### config.mk
export PLATFORM = sky130hd
export DESIGN_NAME = fetch_buffer_unit
export DESIGN_NICKNAME = d
export VERILOG_FILES = /design/src/rtl/cpu_types_pkg.sv /design/src/rtl/fetch_fifo.sv /design/src/rtl/fetch_buffer_unit.sv
export SDC_FILE = /design/constraint.sdc
export NUM_CORES = 1
export LEC_CHECK = 0
export CORE_ASPECT_RATIO = 0.8
export CORE_UTILIZATION = 51
export CTS_CLUSTER_SIZE = 40
export DETAILED_ROUTE_END_ITERATION = 8
export PLACE_DENSITY = 0.87
export SYNTH_ARGS = -nofsm -noshare
export SYNTH_HDL_FRONTEND = slang
export SYNTH_SLANG_ARGS = --single-unit
### constraint.sdc
create_clock -name CLK -period 6.08 [get_ports CLK]
set_input_delay 1.216 -clock CLK [delete_from_list [all_inputs] [get_ports CLK]]
set_output_delay 1.216 -clock CLK [all_outputs]
set_load 0.01 [all_outputs]
### src/rtl/cpu_types_pkg.sv
// Shared CPU types: machine word, opcode field, HALT opcode,
// fetch entry bundle and fetch FSM state encoding.
package cpu_types_pkg;

    typedef logic [31:0] word_t;
    typedef logic [5:0]  opcode_t;

    localparam opcode_t HALT = 6'b111111;

    typedef struct packed {
        word_t pc;
        word_t instr;
    } fetch_entry_t;

    typedef enum logic {
        FB_FETCH,
        FB_HALTED
    } fb_state_e;

    function automatic word_t next_pc(input word_t pc);
        return pc + 32'd4;
    endfunction

endpackage

### src/rtl/fetch_fifo.sv
// Circular FIFO of fetch entries with push/pop/clear.
// Ports: clk, rst_n, push_i, pop_i, clear_i, wdata_i -> rdata_o, count_o, full_o, empty_o.
module fetch_fifo
    import cpu_types_pkg::*;
#(
    parameter int DEPTH = 2,
    localparam int AW = (DEPTH > 1) ? $clog2(DEPTH) : 1,
    localparam int CW = $clog2(DEPTH + 1)
) (
    input  logic         clk,
    input  logic         rst_n,
    input  logic         push_i,
    input  logic         pop_i,
    input  logic         clear_i,
    input  fetch_entry_t wdata_i,
    output fetch_entry_t rdata_o,
    output logic [CW-1:0] count_o,
    output logic         full_o,
    output logic         empty_o
);

    fetch_entry_t  mem_q [DEPTH];
    logic [AW-1:0] wr_q, wr_d;
    logic [AW-1:0] rd_q, rd_d;
    logic [CW-1:0] cnt_q, cnt_d;

    always_comb begin
        wr_d  = wr_q;
        rd_d  = rd_q;
        cnt_d = cnt_q;
        if (clear_i) begin
            wr_d  = '0;
            rd_d  = '0;
            cnt_d = '0;
        end else begin
            if (push_i) wr_d = wr_q + AW'(1);
            if (pop_i)  rd_d = rd_q + AW'(1);
            if (push_i && !pop_i)
                cnt_d = cnt_q + CW'(1);
            else if (pop_i && !push_i)
                cnt_d = cnt_q - CW'(1);
        end
    end

    always_ff @(posedge clk or negedge rst_n) begin
        if (!rst_n) begin
            wr_q  <= '0;
            rd_q  <= '0;
            cnt_q <= '0;
        end else begin
            wr_q  <= wr_d;
            rd_q  <= rd_d;
            cnt_q <= cnt_d;
        end
    end

    // Storage needs no reset: the head is only consumed while count != 0.
    always_ff @(posedge clk) begin
        if (push_i && !clear_i)
            mem_q[wr_q] <= wdata_i;
    end

    assign rdata_o = mem_q[rd_q];
    assign count_o = cnt_q;
    assign full_o  = (cnt_q == CW'(DEPTH));
    assign empty_o = (cnt_q == '0);

endmodule

### src/rtl/fetch_buffer_unit.sv
// Fetch stage: requests pcaddr from icache, buffers hits, feeds decode.
// Ports: CLK, nRST, pcaddr, ihit, iload, flush, dec_stall -> iREN, iaddr, pc_en, dec_*, halted.
module fetch_buffer_unit
    import cpu_types_pkg::*;
#(
    parameter int      DEPTH   = 2,
    parameter opcode_t HALT_OP = HALT
) (
    input  logic  CLK,
    input  logic  nRST,
    input  word_t pcaddr,
    input  logic  ihit,
    input  word_t iload,
    output logic  iREN,
    output word_t iaddr,
    output logic  pc_en,
    input  logic  flush,
    input  logic  dec_stall,
    output logic  dec_valid,
    output word_t dec_instr,
    output word_t dec_pc,
    output word_t dec_npc,
    output logic  halted
);

    localparam int CW = $clog2(DEPTH + 1);

    fb_state_e     state_q, state_d;
    fetch_entry_t  head;
    fetch_entry_t  wentry;
    logic [CW-1:0] count;
    logic          full;
    logic          empty;
    logic          pop;
    logic          push;
    logic          space;

    assign iaddr     = pcaddr;
    assign dec_valid = !empty;
    assign pop       = dec_valid && !dec_stall && !flush;
    assign space     = !full || pop;

    // Gated by nRST so an in-flight hit is dropped the moment reset asserts.
    assign iREN  = nRST && (state_q == FB_FETCH) && space && !flush;
    assign push  = iREN && ihit;
    assign pc_en = push;

    assign wentry.pc    = pcaddr;
    assign wentry.instr = iload;

    fetch_fifo #(
        .DEPTH (DEPTH)
    ) u_fifo (
        .clk     (CLK),
        .rst_n   (nRST),
        .push_i  (push),
        .pop_i   (pop),
        .clear_i (flush),
        .wdata_i (wentry),
        .rdata_o (head),
        .count_o (count),
        .full_o  (full),
        .empty_o (empty)
    );

    always_ff @(posedge CLK or negedge nRST) begin
        if (!nRST) state_q <= FB_FETCH;
        else       state_q <= state_d;
    end

    always_comb begin
        state_d = state_q;
        halted  = 1'b0;
        unique case (state_q)
            FB_FETCH: begin
                if (push && iload[31:26] == HALT_OP)
                    state_d = FB_HALTED;
            end
            FB_HALTED: begin
                halted = 1'b1;
                // A flush means the HALT sat on a squashed path.
                if (flush)
                    state_d = FB_FETCH;
            end
            default: state_d = FB_FETCH;
        endcase
    end

    assign dec_instr = dec_valid ? head.instr       : '0;
    assign dec_pc    = dec_valid ? head.pc          : '0;
    assign dec_npc   = dec_valid ? next_pc(head.pc) : '0;

    count_bound_a: assert property (
        @(posedge CLK) disable iff (!nRST) count <= CW'(DEPTH)
    );

endmodule

==> results.yml, run 1 <==
die:
  placeable_core_area_sq_um: 12200
  ios: 201
  chipWidth_um: 127
  number_of_rows_in_the_core_area: 36
  initial_utilization: 0.525
  die_y_um: 102
  die_area_sq_um: 13000
timing:
  clock_skew_ns: 0.00823
  period_share: 0.796
  grt_setup_unrepaired: "false"
  fin_crit_ns: 4.84
  hold_ws_ns: 0.571
  report.final.setup_viol: 0
  max_freq_mhz: 207
  fin_ws_ns: 1.24
  slew_headroom: 0.387
  timing_max_transition_violations_final: 0
  hold_violations: 0
  max_slew.worst_pin.slew_ns: 0.918
  setup_tns_final_ns: 0
critical_path:
  cp_data_required_time_ns: 4.86
  cp_data_arrival_time_ns: 3.63
  worst_r2r_path_depth: 4
  crit_type: "flip-flop to output port"
  cp_max_fo: 65
  timing.reg2reg.setup_slack_ns: 3.45
  worst_setup_path_end_kind: "output port"
  crit_path_start_kind: "flip-flop"
cts:
  cts.root.buffer_cell: "sky130_fd_sc_hd__clkbuf_16"
  clk_pin_slew_worst_paths_ns: 0.05
  numClockSinks: 133
  postCtsHoldBufs: 0
  postCtsResizedCells: 0
  clock_tree.buffer_depth: 2
  cts_inserted_buffers: 17
  tritoncts: "done"
  ctsHtreeMaxLevel: 4
  clock_latency_ns: 0.42
  postCtsSetupBuffers: 0
placed_design:
  placement.setup.worst_slack_ns: 1.73
  placedInstanceArea_sq_um: 8300
  hpwl_after_detailed_placement_mm: 11.0
  buffer_ports.inserted: 200
  globalplace.congestion: 0.897
grt:
  grt_overflow: 0
  global_route_wire_length_before_repair_mm: 23.4
  vias_in_the_first_global_route: 4475
  number_of_antenna_violations_at_the_first_check_in_global_routing: 0
  grtUsageTotal: 0.244
  grt_max_degree: 66
min_path:
  hold_depth: 2
  min-delay-path-class: "flip-flop to flip-flop"
synthesis:
  mappedNetlistNets: 550
  synth_enable_flop_cells: 128
  post_synth_num_cell_types: 56
  synthesis.area_per_instance_sq_um: 13.3
  sequential_element_share_of_the_synthesized_area: 0.620
  synth_cells: 480
  yosysWarnings: 0
  dominantRegCellSynth: "sky130_fd_sc_hd__edfxtp_1"
  ff_latch_count_synth: 133
  ys_async_sr_fraction: 0.0376
  synth_area_sq_um: 6410
detailed_routing:
  average_detailed_routed_wire_length_per_instance_um: 18.5
  final_antenna_net_count: 0
  routed_wirelength_mm: 15.4
  num_vias: 4557
  avgViaCountPerCell: 5.47
  drtIter0Drc: 369
  route.detailed.drc: 0
  drt-pass1-iter-count: 5
layout:
  multi_input_area_sq_um: 2060
  regArea_sq_um: 3970
  n_antenna_cell: 0
  stdcell_area_sq_um: 8870
  nNetsFinal: 719
  layout-drive-gt1-share: 0.0891
  nFillCells: 753
  layout_area_growth_over_synthesis_pct: 38.4
pwr:
  power.leakage_uw: 0.00289
  power-per-cell-area_nw_per_um2: 274
  vdd.ir_drop.worst_uv: 246
run:
  maxCapViolCount: 0
run_status:
  outcome: "complete, no violations"
final timing paths:
path,start,end
setup / recovery,u_fifo.rd_q$_DFFE_PN0P_,dec_npc[28]
hold / removal,state_q$_DFF_PN0_,state_q$_DFF_PN0_
setup reg to reg,u_fifo.count_o[0]$_DFFE_PN0P_,u_fifo.mem_q[0][44]$_DFFE_PP_
hold reg to reg,state_q$_DFF_PN0_,state_q$_DFF_PN0_
max in group asynchronous,nRST,u_fifo.rd_q$_DFFE_PN0P_
min in group asynchronous,nRST,u_fifo.count_o[0]$_DFFE_PN0P_
flip-flops by register name (all words and copies together), names as in the netlist:
name,cells
u_fifo.mem_q,128
u_fifo.wr_q,1
u_fifo.count_o,2
state_q,1
u_fifo.rd_q,1
power by group:
group | internal, uW | leakage [uW] | switching (uW) | total [uW]
registers | 1030 | 0.00123 | 25.7 | 1050
clock network | 600 | 0.000268 | 373 | 973
logic | 212 | 0.00140 | 187 | 399
total | 1840 | 0.00289 | 586 | 2430
per-layer routing:
layer | track usage | up-vias | wire length, um
met3 | 0.0702 | 23 | 1220
li1 | - | 2090 | -
met4 | 0.0879 | 0 | 276
met5 | 0 | - | 0
met1 | 0.303 | 2206 | 6440
met2 | 0.410 | 238 | 7500
metrics by stage:
step	utilization	power, uW	instances
final	0.726	2430	833
after CTS	0.726	2440	833
after floorplan	-	1270	480
after global placement	0.680	1460	801
after global routing	0.726	2500	833
after detailed placement	0.680	1470	801
cell usage in the layout, fill, tap and decap left out, types with 3 or more instances in the layout:
| master | instances |
|---|---|
| sky130_fd_sc_hd__a211oi_1 | 3 |
| sky130_fd_sc_hd__a21oi_1 | 10 |
| sky130_fd_sc_hd__a31oi_1 | 3 |
| sky130_fd_sc_hd__and2_1 | 10 |
| sky130_fd_sc_hd__buf_4 | 5 |
| sky130_fd_sc_hd__clkbuf_16 | 17 |
| sky130_fd_sc_hd__clkdlybuf4s50_1 | 200 |
| sky130_fd_sc_hd__clkinv_4 | 4 |
| sky130_fd_sc_hd__clkinvlp_4 | 3 |
| sky130_fd_sc_hd__dfrtp_1 | 4 |
| sky130_fd_sc_hd__edfxtp_1 | 128 |
| sky130_fd_sc_hd__inv_1 | 4 |
| sky130_fd_sc_hd__mux2_1 | 5 |
| sky130_fd_sc_hd__mux2_2 | 5 |
| sky130_fd_sc_hd__mux2i_1 | 59 |
| sky130_fd_sc_hd__nand2_1 | 23 |
| sky130_fd_sc_hd__nand3_1 | 11 |
| sky130_fd_sc_hd__nand4_1 | 8 |
| sky130_fd_sc_hd__nand4b_4 | 3 |
| sky130_fd_sc_hd__nor2_1 | 80 |
| sky130_fd_sc_hd__o21ai_0 | 11 |
| sky130_fd_sc_hd__o31ai_1 | 3 |
| sky130_fd_sc_hd__xnor2_1 | 12 |
synthesized netlist by cell type, types with 2 or more instances:
library cell / n / area, sq um
sky130_fd_sc_hd__mux2_2: 5 / 56.3
sky130_fd_sc_hd__nor3b_1: 2 / 15.0
sky130_fd_sc_hd__xor2_1: 2 / 17.5
sky130_fd_sc_hd__o31ai_1: 3 / 22.5
sky130_fd_sc_hd__nor4_1: 2 / 12.5
sky130_fd_sc_hd__nor2_1: 82 / 308
sky130_fd_sc_hd__inv_1: 4 / 15.0
sky130_fd_sc_hd__and4_1: 2 / 17.5
sky130_fd_sc_hd__mux2i_1: 59 / 591
sky130_fd_sc_hd__nand2_1: 23 / 86.3
sky130_fd_sc_hd__mux2_1: 5 / 56.3
sky130_fd_sc_hd__dfrtp_1: 5 / 125
sky130_fd_sc_hd__and2_1: 10 / 62.6
sky130_fd_sc_hd__clkbuf_1: 8 / 30.0
sky130_fd_sc_hd__buf_2: 4 / 20.0
sky130_fd_sc_hd__xnor2_1: 12 / 105
sky130_fd_sc_hd__o21ai_0: 11 / 55.1
sky130_fd_sc_hd__a21oi_1: 10 / 50.1
sky130_fd_sc_hd__a211oi_1: 3 / 22.5
sky130_fd_sc_hd__buf_6: 3 / 33.8
sky130_fd_sc_hd__edfxtp_1: 128 / 3840
sky130_fd_sc_hd__nand4b_4: 3 / 71.3
sky130_fd_sc_hd__nor3_1: 2 / 10.0
sky130_fd_sc_hd__nor2b_1: 2 / 12.5
sky130_fd_sc_hd__buf_4: 39 / 293
sky130_fd_sc_hd__a31oi_1: 3 / 18.8
sky130_fd_sc_hd__nand3_1: 11 / 55.1
sky130_fd_sc_hd__a32o_1: 2 / 20.0
sky130_fd_sc_hd__nand4_1: 8 / 50.1
area by class of cell:
| class | instances | area share |
|---|---|---|
| clock buffers | 19 | 0.0488 |
| inverters | 4 | 0.00169 |
| well taps | 171 | 0.0241 |
| clock inverters | 13 | 0.0152 |
| repair buffers | 205 | 0.230 |
| multi-input cells | 288 | 0.232 |
| flip-flops and latches | 133 | 0.448 |
worst max-delay path, stage by stage (launching register included):
cell and delay [ns]:
sky130_fd_sc_hd__dfrtp_4 0.98, sky130_fd_sc_hd__mux2_2 0.33, sky130_fd_sc_hd__ha_1 0.18, sky130_fd_sc_hd__a21boi_4 0.32, sky130_fd_sc_hd__nand4_1 0.33, sky130_fd_sc_hd__o31ai_1 0.45
sky130_fd_sc_hd__clkdlybuf4s50_1 0.60
logic make-up (layout without fill, tap and decap cells):
group / count (synthesis) / in the layout / share of synthesized area
compound gates: 46 / 46 / 0.0559
xor+xnor: 14 / 14 / 0.0191
fa+ha+maj: 1 / 1 / 0.00195
buf+inv: 59 / 241 / 0.0617
flops: 133 / 133 / 0.620
mux: 69 / 69 / 0.110
simple gates: 158 / 158 / 0.132
Note: power is estimated with default switching activity, not from simulation.
==> inputs of run 2 (changes only) <==
- CORE_UTILIZATION: 51 -> 42
- PLACE_DENSITY: 0.87 -> 0.76
- clock period: 6.08 -> 3.9 ns (I/O delays scaled with it)
==> run 2 against run 1 <==
Compared with the run above:
- register-to-register slack lost 1.7 ns
- global-route usage shrank 3.8 points
- cell count grew 3.0%
- non-clock buffer count grew 16
- combinational power grew 66%
- sequential cell count is the same
- wire length is essentially flat
- largest cell class unchanged
- highest routed layer unchanged
==> results.yml, run 2 (synthesis results as in run 1) <==
critical_path:
  cp_data_arrival_time_ns: 3.09
  worst_r2r_path_depth: 7
  max_stage_delay_ns: 0.56
  worst_r2r_end: "u_fifo.count_o[0]$_DFFE_PN0P_"
  worst_setup_path_end_kind: "output port"
  worstPathCellList: "buf_6 -> nand4b_4 -> a211oi_4 -> nand3_4 -> nor4b_2 -> mux2_1 -> clkdlybuf4s50_1"
  cp_max_fo: 15
  cp_data_required_time_ns: 3.12
  crit-reg2reg-launch: "u_fifo.count_o[0]$_DFFE_PN0P_"
  crit_path_start_kind: "flip-flop"
  crit_path_start: "u_fifo.rd_q$_DFFE_PN0P_"
  timing.reg2reg.setup_slack_ns: 1.75
  crit_type: "flip-flop to output port"
  critPathCapture: "dec_npc[29]"
  critical-path-slowest-cell: "sky130_fd_sc_hd__dfrtp_4"
run_status:
  outcome: "complete, no violations"
layout:
  largest_register: "u_fifo.mem_q"
  layout-drive-gt1-share: 0.120
  layout_area_growth_over_synthesis_pct: 41.9
  n_antenna_cell: 0
  most-common-layout-cells: "194 x sky130_fd_sc_hd__clkdlybuf4s50_1, 128 x sky130_fd_sc_hd__edfxtp_1, 80 x sky130_fd_sc_hd__nor2_1"
  post-route-util: 0.623
  layout.cells.most_common: "sky130_fd_sc_hd__clkdlybuf4s50_1"
  nFillCells: 1092
  flip_flop_count_of_the_largest_register_after_layout: 128
  nNetsFinal: 735
grt:
  number_of_antenna_violations_at_the_first_check_in_global_routing: 0
  grt_overflow: 0
  grt_max_degree: 65
  vias_in_the_first_global_route: 4642
  grtUsageTotal: 0.206
  global_route_wire_length_before_repair_mm: 24.4
cts:
  clk_pin_slew_worst_paths_ns: 0.05
  postCtsHoldBufs: 0
  cts_inserted_buffers: 17
  ctsHtreeMaxLevel: 4
  clock_tree.buffer_depth: 2
  clock_latency_ns: 0.42
  tritoncts: "done"
  cts.root.buffer_cell: "sky130_fd_sc_hd__clkbuf_16"
  numClockSinks: 133
pwr:
  p_switching_uw: 893
  power.leakage_uw: 0.00308
  seqPwrFrac: 0.440
  power.share.switching: 0.241
  power_frac_comb: 0.179
  vdd.ir_drop.worst_uv: 360
  clkPwrFrac: 0.381
  finalPower_uw: 3700
  power-per-cell-area_nw_per_um2: 407
  internal_power_uw: 2800
run:
  maxCapViolCount: 0
detailed_routing:
  route.detailed.drc: 0
  average_detailed_routed_wire_length_per_instance_um: 18.0
  drtIter0Drc: 181
  routed_wirelength_mm: 15.4
  final_antenna_net_count: 0
  drt-pass1-iter-count: 6
  num_vias: 4472
  avgViaCountPerCell: 5.21
min_path:
  min-delay-path-class: "flip-flop to flip-flop"
timing:
  fin_crit_ns: 3.87
  hold_ws_ns: 0.572
  max_freq_mhz: 259
  clock_skew_ns: 0.0111
  timing_max_transition_violations_final: 0
  hold_violations: 0
  period_share: 0.991
  fin_ws_ns: 0.0339
  report.final.setup_viol: 0
  max_slew.worst_pin.slew_ns: 0.706
  slew_headroom: 0.516
  grt_setup_unrepaired: "true"
  setup_tns_final_ns: 0
die:
  ios: 201
  chipWidth_um: 140
  number_of_rows_in_the_core_area: 39
  die_area_sq_um: 15800
  initial_utilization: 0.439
  placeable_core_area_sq_um: 14600
  die_y_um: 112
placed_design:
  hpwl_after_detailed_placement_mm: 10.7
  buffer_ports.inserted: 200
  globalplace.congestion: 0.849
  placement.setup.worst_slack_ns: 0.182
## run 2: cell types whose count changed in the layout (fill, tap and decap cells not counted), sizes merged
cell / before / now
buf: 5 / 21
bufinv: 2 / 1
clkbuf: 19 / 18
clkdlybuf4s50: 200 / 194
clkinv: 8 / 6
dlymetal6s2s: 0 / 6
## run 2: power by group through the flow
stage                     registers (uW)  logic [uW]  clock network, uW
after detailed placement            1660         638                  0
after CTS                           1630         665               1430
final                               1630         663               1410
after floorplan                     1650         326                  0
after global placement              1660         630                  0
after global routing                1630         711               1500
## run 2: critical path, delay by kind of cell, from the launching register on
family	cells	cell delay [ns]
simple gates	3	0.70
mux	1	0.34
compound gates	1	0.37
buf+inv	2	0.69
flops	1	0.56
## run 2: how the worst min path moves through the flow
| stage | endpoint | start | depth (start not counted) | slack [ns] |
|---|---|---|---|---|
| after global routing | state_q$_DFF_PN0_ | nRST | 1 | 0.61 |
| after global placement | u_fifo.wr_q$_DFFE_PN0P_ | u_fifo.wr_q$_DFFE_PN0P_ | 1 | 0.55 |
| after floorplan | state_q$_DFF_PN0_ | nRST | 0 | 0.48 |
| final | state_q$_DFF_PN0_ | state_q$_DFF_PN0_ | 2 | 0.57 |
| after detailed placement | state_q$_DFF_PN0_ | state_q$_DFF_PN0_ | 2 | 0.57 |
| after CTS | state_q$_DFF_PN0_ | state_q$_DFF_PN0_ | 2 | 0.57 |
## run 2: stage by stage
step                area, sq um  instances
floorplan                  6410        480
global placement           8360        817
detailed placement         8360        817
CTS                        8990        854
global route               9090        858
finish                     9090        858
## run 2: layout make-up
type	count	area (sq um)	share of cell area
clock buffer	18	429	0.0472
clock inverter	10	88.8	0.00977
inverter	4	15.0	0.00165
multi-input combinational	288	2130	0.235
tap	184	230	0.0253
sequential	133	3970	0.437
timing repair buffer	221	2220	0.244
## run 2: repair_timing
| action | 4_1_cts | 5_1_grt |
|---|---|---|
| endpoints found under the setup margin | 13 | 13 |
| buffers inserted | 9 | 4 |
| gates resized for setup | 4 | 17 |
| pin swaps | 2 | 6 |
| endpoints found under the hold margin | 0 | 0 |
## run 2: layer usage
metal / global-route usage / wire, um
met1: 0.266 / 7010
met2: 0.326 / 7240
met3: 0.0589 / 869
met4: 0.0850 / 303
met5: 0 / 0
==> inputs of run 3 (changes only) <==
- CELL_PAD_IN_SITES_DETAIL_PLACEMENT: not set -> 1
- CELL_PAD_IN_SITES_GLOBAL_PLACEMENT: not set -> 2
- CORE_UTILIZATION: 42 -> 28
- PLACE_DENSITY: 0.76 -> not set
- PLACE_DENSITY_LB_ADDON: not set -> 0.1
==> run 3 against run 2 <==
Compared with the run above:
- sequential cell count did not move
- die area rose by 49%
- setup slack improved by 0.037 ns
- clock skew barely moved
- fmax rose by 0.98%
- first-iteration DRC count fell by 6.6%
- critical path type unchanged
- highest routed layer unchanged
==> results.yml, run 3 (synthesis results as in run 1) <==
layout:
  nFillCells: 2391
  n_antenna_cell: 0
  flip_flop_count_of_the_largest_register_after_layout: 128
  layout-drive-gt1-share: 0.123
  multi_input_area_sq_um: 2090
  largest_register: "u_fifo.mem_q"
  regArea_sq_um: 3970
  most-common-layout-cells: "198 x sky130_fd_sc_hd__clkdlybuf4s50_1, 128 x sky130_fd_sc_hd__edfxtp_1, 80 x sky130_fd_sc_hd__nor2_1"
  layout.cells.most_common: "sky130_fd_sc_hd__clkdlybuf4s50_1"
  layout_area_growth_over_synthesis_pct: 43.8
  nNetsFinal: 733
cts:
  postCtsHoldBufs: 0
  clk_pin_slew_worst_paths_ns: 0.06
  ctsHtreeMaxLevel: 4
  numClockSinks: 133
  clock_latency_ns: 0.42
  tritoncts: "done"
  cts.root.buffer_cell: "sky130_fd_sc_hd__clkbuf_16"
  cts_inserted_buffers: 17
  clock_tree.buffer_depth: 2
grt:
  number_of_antenna_violations_at_the_first_check_in_global_routing: 0
  vias_in_the_first_global_route: 4648
  grt_max_degree: 78
  global_route_wire_length_before_repair_mm: 26.8
  grtUsageTotal: 0.157
  grt_overflow: 0
placed_design:
  hpwl_after_detailed_placement_mm: 12.6
  buffer_ports.inserted: 200
  globalplace.congestion: 0.818
critical_path:
  cp_data_required_time_ns: 3.12
  crit_path_start_kind: "flip-flop"
  crit_type: "flip-flop to output port"
  worst_setup_path_end_kind: "output port"
  cp_max_fo: 15
  cp_data_arrival_time_ns: 3.05
timing:
  slew_headroom: 0.396
  hold_violations: 0
  clock_skew_ns: 0.0106
  max_slew.worst_pin.slew_ns: 0.906
  fin_crit_ns: 3.83
  timing_max_transition_violations_final: 0
  max_freq_mhz: 261
  setup_tns_final_ns: 0
  report.final.setup_viol: 0
  grt_setup_unrepaired: "true"
  period_share: 0.982
pwr:
  clkPwrFrac: 0.399
  power.leakage_uw: 0.00302
  finalPower_uw: 3810
  power-per-cell-area_nw_per_um2: 414
  internal_power_uw: 2790
  power_frac_comb: 0.175
  p_switching_uw: 1030
  seqPwrFrac: 0.426
  vdd.ir_drop.worst_uv: 174
  power.share.switching: 0.270
run:
  maxCapViolCount: 0
die:
  chipWidth_um: 171
  initial_utilization: 0.285
  die_y_um: 137
  placeable_core_area_sq_um: 22400
  number_of_rows_in_the_core_area: 49
  ios: 201
  die_area_sq_um: 23500
detailed_routing:
  route.detailed.drc: 0
  drt-pass1-iter-count: 5
  routed_wirelength_mm: 18.1
  drtIter0Drc: 169
  num_vias: 4427
  average_detailed_routed_wire_length_per_instance_um: 18.4
  avgViaCountPerCell: 4.51
  final_antenna_net_count: 0
run_status:
  outcome: "complete, no violations"
min_path:
  min-delay-path-class: "flip-flop to flip-flop"
[run 3: worst max-delay path: stages (launching register included)]
cell and delay [ns]:
sky130_fd_sc_hd__dfrtp_4 0.59, sky130_fd_sc_hd__buf_4 0.22, sky130_fd_sc_hd__nand4b_4 0.22, sky130_fd_sc_hd__a211oi_2 0.34
sky130_fd_sc_hd__nand2_2 0.15, sky130_fd_sc_hd__nor4_2 0.29, sky130_fd_sc_hd__mux2_1 0.35, sky130_fd_sc_hd__clkdlybuf4s50_1 0.48
[run 3: path summary, 6_finish.rpt]
path / slack [ns] / endpoint / from / depth (start not counted)
setup / recovery: 0.07 / dec_npc[31] / u_fifo.rd_q$_DFFE_PN0P_ / 7
hold / removal: 0.56 / state_q$_DFF_PN0_ / state_q$_DFF_PN0_ / 2
setup reg to reg: 1.86 / u_fifo.count_o[0]$_DFFE_PN0P_ / u_fifo.count_o[0]$_DFFE_PN0P_ / 6
hold reg to reg: 0.56 / state_q$_DFF_PN0_ / state_q$_DFF_PN0_ / 2
max in group asynchronous: 3.04 / u_fifo.rd_q$_DFFE_PN0P_ / nRST / 1
min in group asynchronous: 0.61 / state_q$_DFF_PN0_ / nRST / 1
[run 3: per-stage QoR]
step	hold slack [ns]	area, sq um	setup slack, ns	util	std cells
after global routing	0.576	9210	-0.0715	0.411	982
after global placement	0.553	8550	0.318	0.381	943
after CTS	0.575	9170	0.00845	0.408	981
final	0.561	9210	0.0712	0.411	982
after floorplan	0.484	6410	0.528	-	480
after detailed placement	0.564	8550	0.251	0.381	943
[run 3: what timing repair did]
item / 4_1_cts / 5_1_grt
gates resized for setup: 0 / 10
pin swaps: 1 / 3
setup buffers: 6 / 1
setup endpoints to repair: 13 / 11
[run 3: final cells by class]
class                      instances  share of cell area
multi-input combinational        288               0.227
timing repair buffer             219               0.237
clock inverter                    15              0.0151
inverter                           4             0.00163
sequential                       133               0.431
clock buffer                      17              0.0462
tap                              306              0.0416
[run 3: metal layers]
layer / global-route usage / vias up / share of wire
met3: 0.0463 / 11 / 0.048
met5: 0 / - / 0
met4: 0.0461 / 0 / 0.0099
li1: - / 2107 / -
met1: 0.216 / 2189 / 0.49
met2: 0.238 / 120 / 0.46
[run 3: power by group through the flow]
stage | registers [uW] | logic (uW) | clock network (uW)
after floorplan | 1650 | 326 | 0
after global placement | 1660 | 655 | 0
after detailed placement | 1660 | 662 | 0
after CTS | 1630 | 681 | 1570
after global routing | 1630 | 721 | 1630
final | 1630 | 668 | 1520
